==> config.mk <==
export PLATFORM = sky130hd
export DESIGN_NAME = cp0_regs_flat
export DESIGN_NICKNAME = d
export VERILOG_FILES = /design/src/rtl/cp0_regs_if.sv /design/src/rtl/cp0_regs.sv /design/src/flat_wrapper.sv
export SDC_FILE = /design/constraint.sdc
export NUM_CORES = 1
export LEC_CHECK = 0
export CORE_UTILIZATION = 35
export CTS_BUF_LIST = sky130_fd_sc_hd__clkbuf_4
export DETAILED_ROUTE_END_ITERATION = 8
export PLACE_DENSITY_LB_ADDON = 0.08
export SLEW_MARGIN = 20
export SYNTH_ARGS = -nofsm -noshare
export SYNTH_HDL_FRONTEND = slang
export SYNTH_SLANG_ARGS = --single-unit
==> constraint.sdc <==
create_clock -name clk -period 3.3 [get_ports clk]
set_input_delay 0.99 -clock clk [delete_from_list [all_inputs] [get_ports clk]]
set_output_delay 0.99 -clock clk [all_outputs]
set_load 0.05 [all_outputs]
==> src/rtl/cp0_regs_if.sv <==
// Bundle of every cp0_regs signal except clock and reset. The pipeline or
// bench side uses the master modport; the register file uses the slave modport.
interface cp0_regs_if #(
  parameter int IDX_W = 4
);
  logic [5:0]       ext_int_in;
  logic             mtc0_we;
  logic [7:0]       cp0_addr;
  logic [31:0]      cp0_wdata;
  logic [31:0]      cp0_rdata;
  logic             wb_ex;
  logic [4:0]       wb_exccode;
  logic             wb_bd;
  logic [31:0]      wb_pc;
  logic [31:0]      wb_badvaddr;
  logic             wb_tlb_refill;
  logic             eret_flush;
  logic             tlbp_we;
  logic             tlbp_found;
  logic [IDX_W-1:0] tlbp_index;
  logic             tlbr_we;
  logic [77:0]      tlbr_entry;
  logic [IDX_W-1:0] tlb_index;
  logic [77:0]      tlbw_entry;
  logic [26:0]      cp0_entryhi_bus;
  logic [31:0]      cp0_epc;
  logic [31:0]      ex_entry;
  logic             has_int;

  modport master (
    output ext_int_in, mtc0_we, cp0_addr, cp0_wdata, wb_ex, wb_exccode, wb_bd,
           wb_pc, wb_badvaddr, wb_tlb_refill, eret_flush, tlbp_we, tlbp_found,
           tlbp_index, tlbr_we, tlbr_entry,
    input  cp0_rdata, tlb_index, tlbw_entry, cp0_entryhi_bus, cp0_epc,
           ex_entry, has_int
  );

  modport slave (
    input  ext_int_in, mtc0_we, cp0_addr, cp0_wdata, wb_ex, wb_exccode, wb_bd,
           wb_pc, wb_badvaddr, wb_tlb_refill, eret_flush, tlbp_we, tlbp_found,
           tlbp_index, tlbr_we, tlbr_entry,
    output cp0_rdata, tlb_index, tlbw_entry, cp0_entryhi_bus, cp0_epc,
           ex_entry, has_int
  );
endinterface

==> src/rtl/cp0_regs.sv <==
// cp0_regs: MIPS-style coprocessor-0 register file (Index, EntryLo0/1,
// BadVAddr, Count, EntryHi, Compare, Status, Cause, EPC) with exception,
// ERET, TLBP/TLBR and timer-interrupt handling.
module cp0_regs #(
  parameter int TLBNUM    = 16,
  parameter int IDX_W     = $clog2(TLBNUM),
  parameter int COUNT_DIV = 2
) (
  input  logic       clk,
  input  logic       reset,
  cp0_regs_if.slave  bus
);
  localparam int DIV_W = (COUNT_DIV > 1) ? $clog2(COUNT_DIV) : 1;
  localparam logic [DIV_W-1:0] DIV_LAST = DIV_W'(COUNT_DIV - 1);

  localparam logic [7:0] A_INDEX = 8'h00, A_LO0 = 8'h10, A_LO1 = 8'h18,
                         A_BADV  = 8'h40, A_COUNT = 8'h48, A_HI = 8'h50,
                         A_CMP   = 8'h58, A_STATUS = 8'h60, A_CAUSE = 8'h68,
                         A_EPC   = 8'h70;

  // Architectural state, one field per register field
  logic             idx_p;
  logic [IDX_W-1:0] idx;
  logic [24:0]      lo0, lo1;       // {PFN, C, D, V}
  logic             g0, g1;
  logic [18:0]      vpn2;
  logic [7:0]       asid;
  logic [31:0]      badvaddr, count, compare, epc;
  logic [DIV_W-1:0] div_cnt;
  logic [7:0]       im;
  logic             exl, ie;
  logic             bd, ti;
  logic [7:0]       ip;
  logic [4:0]       exccode;

  // Strobe arbitration: a higher-priority event suppresses all lower ones
  logic eret_go, tlb_go, mtc0_go;
  assign eret_go = bus.eret_flush & ~bus.wb_ex;
  assign tlb_go  = (bus.tlbr_we | bus.tlbp_we) & ~bus.wb_ex & ~bus.eret_flush;
  assign mtc0_go = bus.mtc0_we & ~bus.wb_ex & ~bus.eret_flush & ~bus.tlbr_we & ~bus.tlbp_we;

  logic wr_index, wr_lo0, wr_lo1, wr_count, wr_hi, wr_cmp, wr_status, wr_cause, wr_epc;
  assign wr_index  = mtc0_go && (bus.cp0_addr == A_INDEX);
  assign wr_lo0    = mtc0_go && (bus.cp0_addr == A_LO0);
  assign wr_lo1    = mtc0_go && (bus.cp0_addr == A_LO1);
  assign wr_count  = mtc0_go && (bus.cp0_addr == A_COUNT);
  assign wr_hi     = mtc0_go && (bus.cp0_addr == A_HI);
  assign wr_cmp    = mtc0_go && (bus.cp0_addr == A_CMP);
  assign wr_status = mtc0_go && (bus.cp0_addr == A_STATUS);
  assign wr_cause  = mtc0_go && (bus.cp0_addr == A_CAUSE);
  assign wr_epc    = mtc0_go && (bus.cp0_addr == A_EPC);

  // Address-type exceptions record BadVAddr; TLB ones also record VPN2
  logic code_badv, code_tlb;
  assign code_badv = (bus.wb_exccode >= 5'd1) && (bus.wb_exccode <= 5'd5);
  assign code_tlb  = (bus.wb_exccode >= 5'd1) && (bus.wb_exccode <= 5'd3);

  // Status, EPC, BadVAddr: exception entry / ERET / MTC0
  always_ff @(posedge clk) begin
    if (reset) begin
      im <= '0; exl <= 1'b0; ie <= 1'b0; epc <= '0; badvaddr <= '0;
    end else if (bus.wb_ex) begin
      exl <= 1'b1;
      if (!exl) epc <= bus.wb_bd ? bus.wb_pc - 32'd4 : bus.wb_pc;
      if (code_badv) badvaddr <= bus.wb_badvaddr;
    end else if (eret_go) begin
      exl <= 1'b0;
    end else if (wr_status) begin
      im  <= bus.cp0_wdata[15:8];
      exl <= bus.cp0_wdata[1];
      ie  <= bus.cp0_wdata[0];
    end else if (wr_epc) begin
      epc <= bus.cp0_wdata;
    end
  end

  // Cause: interrupt sampling every cycle, timer flag, exception fields
  always_ff @(posedge clk) begin
    if (reset) begin
      bd <= 1'b0; ti <= 1'b0; ip <= '0; exccode <= '0;
    end else begin
      ip[7]   <= bus.ext_int_in[5] | ti;
      ip[6:2] <= bus.ext_int_in[4:0];
      if (wr_cmp) ti <= 1'b0;
      else if (count == compare) ti <= 1'b1;
      if (bus.wb_ex) begin
        exccode <= bus.wb_exccode;
        if (!exl) bd <= bus.wb_bd;
      end else if (wr_cause) begin
        ip[1:0] <= bus.cp0_wdata[9:8];
      end
    end
  end

  // Count with clock divider, and Compare
  always_ff @(posedge clk) begin
    if (reset) begin
      count <= '0; div_cnt <= '0; compare <= 32'hFFFF_FFFF;
    end else begin
      if (wr_count) begin
        count   <= bus.cp0_wdata;
        div_cnt <= '0;
      end else if (div_cnt == DIV_LAST) begin
        count   <= count + 32'd1;
        div_cnt <= '0;
      end else begin
        div_cnt <= div_cnt + 1'b1;
      end
      if (wr_cmp) compare <= bus.cp0_wdata;
    end
  end

  // TLB-facing registers: Index, EntryHi, EntryLo0/1
  always_ff @(posedge clk) begin
    if (reset) begin
      idx_p <= 1'b0; idx <= '0; vpn2 <= '0; asid <= '0;
      lo0 <= '0; lo1 <= '0; g0 <= 1'b0; g1 <= 1'b0;
    end else if (bus.wb_ex) begin
      if (code_tlb) vpn2 <= bus.wb_badvaddr[31:13];
    end else if (eret_go) begin
      idx_p <= idx_p;
    end else if (tlb_go) begin
      if (bus.tlbp_we) begin
        idx_p <= ~bus.tlbp_found;
        if (bus.tlbp_found) idx <= bus.tlbp_index;
      end
      if (bus.tlbr_we) begin
        vpn2 <= bus.tlbr_entry[77:59];
        asid <= bus.tlbr_entry[58:51];
        g0   <= bus.tlbr_entry[50];
        g1   <= bus.tlbr_entry[50];
        lo0  <= bus.tlbr_entry[49:25];
        lo1  <= bus.tlbr_entry[24:0];
      end
    end else begin
      if (wr_index) idx <= bus.cp0_wdata[IDX_W-1:0];
      if (wr_hi) begin
        vpn2 <= bus.cp0_wdata[31:13];
        asid <= bus.cp0_wdata[7:0];
      end
      if (wr_lo0) begin
        lo0 <= bus.cp0_wdata[25:1];
        g0  <= bus.cp0_wdata[0];
      end
      if (wr_lo1) begin
        lo1 <= bus.cp0_wdata[25:1];
        g1  <= bus.cp0_wdata[0];
      end
    end
  end

  // Combinational read mux; unmapped addresses read zero
  always_comb begin
    bus.cp0_rdata = '0;
    case (bus.cp0_addr)
      A_INDEX:  bus.cp0_rdata = {idx_p, {(31-IDX_W){1'b0}}, idx};
      A_LO0:    bus.cp0_rdata = {6'b0, lo0, g0};
      A_LO1:    bus.cp0_rdata = {6'b0, lo1, g1};
      A_BADV:   bus.cp0_rdata = badvaddr;
      A_COUNT:  bus.cp0_rdata = count;
      A_HI:     bus.cp0_rdata = {vpn2, 5'b0, asid};
      A_CMP:    bus.cp0_rdata = compare;
      A_STATUS: bus.cp0_rdata = {9'b0, 1'b1, 6'b0, im, 6'b0, exl, ie};
      A_CAUSE:  bus.cp0_rdata = {bd, ti, 14'b0, ip, 1'b0, exccode, 2'b0};
      A_EPC:    bus.cp0_rdata = epc;
      default:  bus.cp0_rdata = '0;
    endcase
  end

  assign bus.tlb_index       = idx;
  assign bus.tlbw_entry      = {vpn2, asid, g0 & g1, lo0, lo1};
  assign bus.cp0_entryhi_bus = {vpn2, asid};
  assign bus.cp0_epc         = epc;
  assign bus.ex_entry        = (bus.wb_tlb_refill && !exl) ? 32'hBFC0_0200 : 32'hBFC0_0380;
  assign bus.has_int         = (|(ip & im)) & ie & ~exl;
endmodule

==> src/flat_wrapper.sv <==
// flat-port wrapper written by rule: the top's interface ports become plain ports
module cp0_regs_flat 
#(
  parameter int TLBNUM    = 16,
  parameter int IDX_W     = $clog2(TLBNUM),
  parameter int COUNT_DIV = 2
)
  (clk, reset, bus_ext_int_in, bus_mtc0_we, bus_cp0_addr, bus_cp0_wdata, bus_wb_ex, bus_wb_exccode, bus_wb_bd, bus_wb_pc, bus_wb_badvaddr, bus_wb_tlb_refill, bus_eret_flush, bus_tlbp_we, bus_tlbp_found, bus_tlbp_index, bus_tlbr_we, bus_tlbr_entry, bus_cp0_rdata, bus_tlb_index, bus_tlbw_entry, bus_cp0_entryhi_bus, bus_cp0_epc, bus_ex_entry, bus_has_int);
  cp0_regs_if #(.IDX_W(IDX_W)) bus_i ();
  input  logic clk;
  input  logic reset;
  input wire logic [$bits(bus_i.ext_int_in)-1:0] bus_ext_int_in;
  input wire logic [$bits(bus_i.mtc0_we)-1:0] bus_mtc0_we;
  input wire logic [$bits(bus_i.cp0_addr)-1:0] bus_cp0_addr;
  input wire logic [$bits(bus_i.cp0_wdata)-1:0] bus_cp0_wdata;
  input wire logic [$bits(bus_i.wb_ex)-1:0] bus_wb_ex;
  input wire logic [$bits(bus_i.wb_exccode)-1:0] bus_wb_exccode;
  input wire logic [$bits(bus_i.wb_bd)-1:0] bus_wb_bd;
  input wire logic [$bits(bus_i.wb_pc)-1:0] bus_wb_pc;
  input wire logic [$bits(bus_i.wb_badvaddr)-1:0] bus_wb_badvaddr;
  input wire logic [$bits(bus_i.wb_tlb_refill)-1:0] bus_wb_tlb_refill;
  input wire logic [$bits(bus_i.eret_flush)-1:0] bus_eret_flush;
  input wire logic [$bits(bus_i.tlbp_we)-1:0] bus_tlbp_we;
  input wire logic [$bits(bus_i.tlbp_found)-1:0] bus_tlbp_found;
  input wire logic [$bits(bus_i.tlbp_index)-1:0] bus_tlbp_index;
  input wire logic [$bits(bus_i.tlbr_we)-1:0] bus_tlbr_we;
  input wire logic [$bits(bus_i.tlbr_entry)-1:0] bus_tlbr_entry;
  output wire logic [$bits(bus_i.cp0_rdata)-1:0] bus_cp0_rdata;
  output wire logic [$bits(bus_i.tlb_index)-1:0] bus_tlb_index;
  output wire logic [$bits(bus_i.tlbw_entry)-1:0] bus_tlbw_entry;
  output wire logic [$bits(bus_i.cp0_entryhi_bus)-1:0] bus_cp0_entryhi_bus;
  output wire logic [$bits(bus_i.cp0_epc)-1:0] bus_cp0_epc;
  output wire logic [$bits(bus_i.ex_entry)-1:0] bus_ex_entry;
  output wire logic [$bits(bus_i.has_int)-1:0] bus_has_int;
  assign bus_i.ext_int_in = bus_ext_int_in;
  assign bus_i.mtc0_we = bus_mtc0_we;
  assign bus_i.cp0_addr = bus_cp0_addr;
  assign bus_i.cp0_wdata = bus_cp0_wdata;
  assign bus_i.wb_ex = bus_wb_ex;
  assign bus_i.wb_exccode = bus_wb_exccode;
  assign bus_i.wb_bd = bus_wb_bd;
  assign bus_i.wb_pc = bus_wb_pc;
  assign bus_i.wb_badvaddr = bus_wb_badvaddr;
  assign bus_i.wb_tlb_refill = bus_wb_tlb_refill;
  assign bus_i.eret_flush = bus_eret_flush;
  assign bus_i.tlbp_we = bus_tlbp_we;
  assign bus_i.tlbp_found = bus_tlbp_found;
  assign bus_i.tlbp_index = bus_tlbp_index;
  assign bus_i.tlbr_we = bus_tlbr_we;
  assign bus_i.tlbr_entry = bus_tlbr_entry;
  assign bus_cp0_rdata = bus_i.cp0_rdata;
  assign bus_tlb_index = bus_i.tlb_index;
  assign bus_tlbw_entry = bus_i.tlbw_entry;
  assign bus_cp0_entryhi_bus = bus_i.cp0_entryhi_bus;
  assign bus_cp0_epc = bus_i.cp0_epc;
  assign bus_ex_entry = bus_i.ex_entry;
  assign bus_has_int = bus_i.has_int;
  cp0_regs #(.TLBNUM(TLBNUM), .IDX_W(IDX_W), .COUNT_DIV(COUNT_DIV)) u_core (.clk(clk), .reset(reset), .bus(bus_i));
endmodule
-- Word level (Yosys, flattened, before mapping)
Cells that the tools add are included.
- bits in registers: 238
- input port bits: 207
- output and inout port bits: 206
- word-level logic and storage cells: 138
- $add $sub $neg: 3
- order comparisons: 3
- equality and inequality tests: 18
- muxes and demuxes: 37
- bitwise gates (word level): 20
- reduce and logical (&&, ||, !) cells: 36
- operators with widths (cell ; count):
    one-hot mux 32 bit (10 select lines) ; 1
    2-to-1 mux 32 bit ; 8
    2-to-1 mux 25 bit ; 6
    2-to-1 mux 19 bit ; 6
    == test 8 x 7 -> 1 bit, second input constant ; 7
    adder 32 x 1 -> 32 bit, second input constant ; 1
    == test 32 bit ; 1
    subtractor 32 x 3 -> 32 bit, second input constant ; 1
    2-to-1 mux 8 bit ; 3
    AND reduction 4 bit ; 6
    == test 8 x 5 -> 1 bit, second input constant ; 2
    2-to-1 mux 4 bit ; 4
    logical AND 1 bit ; 12
    inequality test 2 bit, second input constant ; 6
    nonzero test 2 bit ; 6
    AND 1 bit ; 10
    2-to-1 mux 9 bit ; 1
    AND 8 bit ; 1
    zero test 8 bit ; 1
    2-to-1 mux 1 bit ; 8
    OR reduction 8 bit ; 1
    NOT 1 bit ; 7
    AND reduction 2 bit ; 3
    nonzero test 3 bit ; 2
    12 further kinds ; 13

-- Depth between registers and ports, before layout
Gate-level depths: netlist (run 1).
- depth after elaboration: 10
- gate-level depth with buffers: 9
- mapped depth without buffers: 7

-- Worst setup path before layout (run 1)
No wires, ideal clock.
- kind: input -> output
- start point: input bus_cp0_addr[5]
- end point: output bus_cp0_rdata[15]
- arrival time: 3.283 ns
- data required time: 2.310 ns
- slack: -0.973 ns
- stages: 6
- buffers on the path: 3
- cell sequence: clkbuf_1 -> nor4b_2 -> buf_2 -> buf_1 -> a21oi_1 -> o21ai_0
- word-level cells in the longest chain between the ends: 2
- elaborated cells on any way between the ends: 11
- classes of those cells: eq/ne: 9; mux: 1; reduce/logical: 1
- ends and longest elaborated chain (element ; line ; text):
    start: declaration ; flat_wrapper.sv:14 ; input wire logic [$bits(bus_i.cp0_addr)-1:0] bus_cp0_addr;
    == test 8 x 7 -> 1 bit, or another cell as far along ; cp0_regs.sv:155 ; case (bus.cp0_addr)
    one-hot mux 32 bit (10 select lines) * ; cp0_regs.sv:155 ;
    end: declaration ; flat_wrapper.sv:28 ; output wire logic [$bits(bus_i.cp0_rdata)-1:0] bus_cp0_rdata;
Mark *: on every way between the ends. The rest lies on a longest branch, timed or not.

-- Worst setup path after layout (run 1)
- start point: input bus_cp0_addr[6]
- end point: output bus_cp0_rdata[27]
The elaborated chain is that of the path after synthesis.

==> impl_metrics.py, run 1 <==
metrics = {
    "run_status": {
        "status": "complete, but fails checks",
        "failed_checks": "setup timing",
    },
    "worst_hold_path": {
        "hold_start": "u_core.badvaddr[16]",
        "hold_path.class": "reg -> reg",
    },
    "placed_design": {
        "port_buffers": 382,
        "dp_slack_ns": -0.903,
        "routabilityCongestion": 0.918,
        "dp_hpwl_um": 50000,
    },
    "global_route": {
        "grt_use_met1": 0.463,
        "grt_max_degree": 97,
        "grt.busiest_layer": "met2",
        "grtUsageMet2": 0.482,
        "grtUsageTotal": 0.325,
        "grt_overflow": 0,
        "grt_pass1_vias": 13846,
        "use_met3": 0.0811,
        "grt_pass1_wl_um": 92500,
        "antenna_found_initial": 5,
    },
    "finish": {
        "fin_nets": 2284,
        "multi_input_area_um2": 8130,
        "drive_gt1_frac": 0.210,
        "seq_area_um2": 4760,
        "fillers": 3453,
        "area_delta_synth_final_pct": 55.0,
        "post-route-util": 0.557,
    },
    "pwr": {
        "p_clk_frac": 0.344,
        "combPwrFrac": 0.241,
        "powerDensity_nw_per_um2": 366,
        "internal_power_mw": 4.96,
        "seq_power_share": 0.415,
        "power.ir.vdd_worst_uv": 182,
        "leakage_nw": 7.50,
        "p_sw_mw": 2.57,
        "finalPower_mw": 7.53,
        "swShare": 0.341,
    },
    "worst_setup_path": {
        "reg2reg_depth": 5,
        "setup.worst_path.end": "bus_cp0_rdata[27]",
        "cp-start-kind": "primary input",
        "path_cells": "buf_6, nor4b_4, buf_4, buf_12, buf_12, a222oi_1, buf_4, o22ai_4, buf_12",
        "worst_setup_path_end_kind": "output port",
        "r2r-start": "u_core.count[2]",
        "cpPeakStageDelay_ns": 0.50,
        "crit_start": "bus_cp0_addr[6]",
        "worstSetupPathType": "in -> out",
        "crit_required_ns": 2.31,
        "timing.rr.end": "u_core.count[26]",
        "path_common_cell": "buf_12",
        "regToRegSetupSlack_ns": 0.88,
        "cp.arrival_ns": 2.63,
        "cp_max_fo": 8,
        "cp_slowest_cell": "a222oi_1",
    },
    "flow_run": {
        "maxCapViolCount": 0,
    },
    "synth": {
        "synth_top_cell_by_area": "dfxtp_1",
        "synth-edff-count": 0,
        "synthFlopType": "dfxtp_1",
        "postSynthCellCount": 1607,
        "yosys_warnings": 0,
        "synth_seq_cells": 238,
        "synth.distinct_cells": 78,
        "synth_area_leaders": "dfxtp_1 (36%), a211oi_1 (6.7%), nor2_1 (6.0%)",
        "synth_top_area_frac": 0.359,
        "syn_area_um2": 13300,
        "avgSynthCellArea_um2": 8.26,
        "yosysSeqAreaShare": 0.359,
        "synth-async-reset-ratio": 0,
    },
    "detailed_routing": {
        "routedWlPerCell_um": 24.9,
        "via_count": 14906,
        "routed_wl_um": 65400,
        "postRouteAntennaNets": 0,
        "avgViaCountPerCell": 5.69,
        "dr.pass1.iters": 6,
        "drcViolationCount": 0,
        "initialDrtViolationCount": 1526,
    },
    "sta": {
        "hold_violations": 0,
        "post-route-min-period_ns": 3.62,
        "rsz0062_at_grt": "true",
        "worst_pin_slew_ns": 0.662,
        "final.setup.worst_slack_ns": -0.321,
        "slew_viol_final": 0,
        "tns_ns": -6.17,
        "finalCritPeriodShare": 1.10,
        "setup_viol": 32,
        "slew_headroom": 0.557,
        "skew_ns": 0.0448,
        "fmax_mhz": 276,
    },
    "floorplanning": {
        "pin_count": 413,
        "dieHeight_um": 197,
        "start_util": 0.359,
        "die_x_um": 197,
        "rows": 70,
        "coreArea_um2": 37000,
        "die-area_um2": 38700,
    },
    "clocking": {
        "cts.clk_slew.worst_paths_ns": 0.07,
        "cts_hold_buf": 0,
        "cts_buffers": 70,
        "clock_sinks": 238,
        "tritoncts": "done",
        "clock_path_buffers": 3,
        "clk_latency_ns": 0.71,
        "root_buffer": "clkbuf_4",
        "htree_levels": 3,
    },
}
## cells in the mapped netlist (7+ instances only)
| library cell | instances |
|---|---|
| a211o_1 | 7 |
| o211ai_1 | 9 |
| inv_1 | 18 |
| o41ai_1 | 13 |
| xnor2_1 | 50 |
| nand2_1 | 109 |
| buf_4 | 70 |
| dfxtp_1 | 238 |
| a22o_1 | 9 |
| a222oi_1 | 32 |
| xor2_1 | 25 |
| mux2i_1 | 76 |
| buf_2 | 40 |
| nand4_1 | 29 |
| a31oi_1 | 13 |
| nor4_1 | 18 |
| nor2_1 | 214 |
| nor2b_1 | 31 |
| clkbuf_1 | 86 |
| o22ai_1 | 29 |
| o21ai_0 | 16 |
| nor3_1 | 21 |
| nand2b_1 | 8 |
| a211oi_1 | 119 |
| a22oi_1 | 24 |
| a21oi_1 | 97 |
| nand3_1 | 61 |
| a221oi_1 | 16 |
## registers in the layout, summed over array words and instances (netlist names)
name,flops
u_core.g0,1
u_core.badvaddr,32
u_core.ti,1
u_core.idx_p,1
u_core.bus.tlb_index,4
u_core.exl,1
u_core.div_cnt,1
u_core.lo0,25
u_core.asid,8
u_core.exccode,5
u_core.vpn2,19
u_core.count,32
u_core.bd,1
u_core.im,8
u_core.lo1,25
u_core.g1,1
u_core.ip,8
u_core.bus.cp0_epc,32
u_core.ie,1
u_core.compare,32
## cell families (layout without fill, tap and decap cells)
group	Yosys count	count (layout)	synth area share
buffers and inverters	222	699	0.0864
xor gates and xnor gates	75	75	0.0495
DFF	238	238	0.359
and+or+nand+nor	550	550	0.205
AOI/OAI and AO/OA	440	440	0.239
adders and majority gates	2	2	0.00188
muxes	78	78	0.0590
other	2	35	0.000566
## cells in the final DEF, fill, tap and decap left out, drive strengths merged, types with 13 or more instances in the layout
cell | synthesis | routed
a211oi | 119 | 119
a21oi | 97 | 97
a221oi | 16 | 16
a222oi | 32 | 32
a22oi | 24 | 24
a31oi | 13 | 13
buf | 115 | 223
clkbuf | 87 | 95
clkdlybuf4s50 | 0 | 337
clkinv | 2 | 20
conb | 2 | 30
dfxtp | 238 | 238
inv | 18 | 20
mux2i | 76 | 76
nand2 | 109 | 109
nand3 | 61 | 61
nand4 | 30 | 30
nor2 | 214 | 214
nor2b | 31 | 31
nor3 | 23 | 23
nor4 | 24 | 24
o21ai | 19 | 19
o22ai | 29 | 29
o41ai | 14 | 14
xnor2 | 50 | 50
xor2 | 25 | 25
## power groups by stage
stage | sequential (mW) | combinational (mW) | clock [mW]
6_report | 3.13 | 1.81 | 2.59
5_1_grt | 3.13 | 1.89 | 2.82
4_1_cts | 3.12 | 1.78 | 2.64
3_5_place_dp | 3.18 | 1.73 | 0
3_3_place_gp | 3.18 | 1.72 | 0
2_1_floorplan | 3.38 | 0.702 | 0
## worst min path at each step
| stage | end | slack [ns] | depth (start not counted) |
|---|---|---|---|
| 5_1_grt | u_core.compare[1] | 0.52 | 2 |
| 2_1_floorplan | u_core.bd | 0.44 | 2 |
| 3_3_place_gp | u_core.badvaddr[16] | 0.48 | 2 |
| 4_1_cts | u_core.badvaddr[21] | 0.50 | 2 |
| 6_report | u_core.badvaddr[16] | 0.50 | 2 |
| 3_5_place_dp | u_core.badvaddr[16] | 0.48 | 2 |
## per-layer routing
layer / wire (um) / share of wire
met1: 29600 / 0.45
met4: 1540 / 0.023
met5: 0 / 0
met3: 5950 / 0.091
met2: 28200 / 0.43
## cell type report
cell class	count	share of cell area
well taps	504	0.0306
repair buffers	570	0.302
flip-flops and latches	238	0.232
inverters	20	0.00365
clock inverters	20	0.00389
diodes	5	0.000608
multi-input cells	1175	0.395
clock buffers	89	0.0325
## what timing repair did
| item | CTS | global route |
|---|---|---|
| buffers inserted | 14 | 10 |
| resized for setup | 80 | 45 |
| cloned | 6 | 4 |
| setup endpoints to repair | 32 | 33 |
| pin swaps | 36 | 28 |
## per-stage QoR
stage | area, um2 | hold slack, ns | std cells
global placement | 19000 | 0.476 | 2482
detailed placement | 19000 | 0.484 | 2482
CTS | 20300 | 0.500 | 2606
finish | 20600 | 0.501 | 2621
floorplan | 13800 | 0.436 | 1635
global route | 20600 | 0.524 | 2620
## worst max-delay path: cells and delay by family
kind                   cells  cell delay (ns)
AOI/OAI and AO/OA          2             0.57
buffers and inverters      6             0.93
and+or+nand+nor            1             0.13
(Power assumes the default switching activity.)
==> run 2: changes to the inputs <==
CORE_ASPECT_RATIO = 0.9   (was unset)
==> impl_metrics.py, run 2 (same netlist as run 1, synthesis figures left out) <==
metrics = {
    "floorplanning": {
        "pin_count": 413,
        "start_util": 0.356,
        "dieHeight_um": 187,
        "die_x_um": 207,
        "die-area_um2": 38700,
        "coreArea_um2": 37300,
        "rows": 67,
    },
    "sta": {
        "post-route-min-period_ns": 3.76,
        "fmax_mhz": 266,
        "finalCritPeriodShare": 1.14,
        "hold_violations": 0,
        "slew_headroom": 0.400,
        "tns_ns": -8.99,
        "rsz0062_at_grt": "true",
        "skew_ns": 0.0247,
        "setup_viol": 32,
        "worst_pin_slew_ns": 0.900,
        "slew_viol_final": 0,
        "final.setup.worst_slack_ns": -0.459,
    },
    "worst_setup_path": {
        "cp_max_fo": 7,
        "crit_required_ns": 2.31,
        "worstSetupPathType": "in -> out",
        "cp-start-kind": "primary input",
        "worst_setup_path_end_kind": "output port",
        "cp.arrival_ns": 2.77,
    },
    "finish": {
        "drive_gt1_frac": 0.233,
        "area_delta_synth_final_pct": 58.4,
        "final_cell_mix": "clkdlybuf4s50_1 (337), dfxtp_1 (238), nor2_1 (205), buf_4 (147), a211oi_1 (117)",
        "fin_nets": 2312,
        "layout_commonest_cell": "clkdlybuf4s50_1",
    },
    "detailed_routing": {
        "routed_wl_um": 68700,
        "routedWlPerCell_um": 26.0,
        "dr.pass1.iters": 7,
        "postRouteAntennaNets": 0,
        "initialDrtViolationCount": 1859,
        "avgViaCountPerCell": 5.76,
        "drcViolationCount": 0,
        "via_count": 15214,
    },
    "global_route": {
        "grt_pass1_vias": 14340,
        "grt_pass1_wl_um": 98100,
        "grt_overflow": 0,
        "grt_max_degree": 105,
        "antenna_found_initial": 9,
        "grtUsageTotal": 0.344,
    },
    "clocking": {
        "cts_buffers": 72,
        "tritoncts": "done",
        "clk_latency_ns": 0.72,
        "clock_sinks": 238,
        "root_buffer": "clkbuf_4",
        "cts_hold_buf": 0,
        "htree_levels": 3,
        "clock_path_buffers": 3,
        "cts.clk_slew.worst_paths_ns": 0.07,
    },
    "pwr": {
        "finalPower_mw": 8.08,
        "power.ir.vdd_worst_uv": 189,
        "powerDensity_nw_per_um2": 384,
        "internal_power_mw": 5.42,
        "swShare": 0.329,
        "seq_power_share": 0.389,
        "combPwrFrac": 0.230,
        "leakage_nw": 7.80,
        "p_clk_frac": 0.382,
        "p_sw_mw": 2.66,
    },
    "placed_design": {
        "dp_hpwl_um": 51700,
        "routabilityCongestion": 0.953,
        "port_buffers": 382,
    },
    "run_status": {
        "status": "complete, but fails checks",
        "failed_checks": "setup timing",
    },
    "flow_run": {
        "maxCapViolCount": 0,
    },
    "worst_hold_path": {
        "hold_path.class": "reg -> reg",
    },
}
run 2: cell count changes in the layout (fill, tap and decap cells not counted), moves of 5 or more:
cell      before  now
clkbuf_4      89  105
buf_6         14   32
buf_12        66   61
a22oi_2        4   12
a22oi_1       20   12
buf_4        136  147
run 2: layer usage:
layer / vias to the layer above / track usage / wire length [um]
met2: 869 / 0.503 / 29200
met1: 7338 / 0.512 / 31100
met5: - / 0 / 0
met4: 0 / 0.0970 / 1490
li1: 6905 / - / -
met3: 102 / 0.0604 / 6800
run 2: power by group through the flow:
stage	registers (mW)	clock network (mW)	logic, mW
2_1_floorplan	3.38	0	0.702
3_3_place_gp	3.19	0	1.74
3_5_place_dp	3.19	0	1.74
4_1_cts	3.13	3.13	1.82
5_1_grt	3.14	3.30	1.93
6_report	3.14	3.09	1.85
run 2: worst max-delay path, stage by stage:
cell	delay, ns
buf_8	0.09
buf_6	0.11
and4bb_4	0.26
buf_12	0.15
a222oi_1	0.81
o22ai_4	0.15
buf_12	0.20
run 2: cell type report:
type / instances / area, um2
fill: 3467 / 16300
clock buffer: 105 / 788
sequential: 238 / 4760
clock inverter: 19 / 155
inverter: 20 / 75.1
tap: 483 / 604
timing repair buffer: 596 / 6430
multi-input combinational: 1175 / 8200
antenna: 6 / 15.0
run 2: through the flow:
stage | utilization | hold WS, ns | setup WS [ns] | std cells | area, um2
floorplan | - | 0.436 | -0.407 | 1635 | 13800
global placement | 0.510 | 0.476 | -0.881 | 2467 | 19000
detailed placement | 0.510 | 0.482 | -0.913 | 2467 | 19000
CTS | 0.558 | 0.498 | -0.458 | 2624 | 20800
global route | 0.564 | 0.535 | -0.407 | 2641 | 21000
finish | 0.564 | 0.503 | -0.459 | 2642 | 21000
run 2: worst paths after layout:
| kind | from | endpoint | slack (ns) | depth (start not counted) |
|---|---|---|---|---|
| worst max register to register | u_core.count[3] | u_core.count[31] | 0.82 | 5 |
| worst min-delay path | u_core.compare[23] | u_core.compare[23] | 0.50 | 2 |
| worst max-delay path | bus_cp0_addr[5] | bus_cp0_rdata[28] | -0.46 | 7 |
| worst min register to register | u_core.compare[23] | u_core.compare[23] | 0.50 | 2 |
run 2: repair_timing:
item | CTS | global route
endpoints found under the setup margin | 32 | 32
pin swaps | 54 | 44
cloned | 8 | 2
buffers inserted | 34 | 20
gates resized for setup | 121 | 51
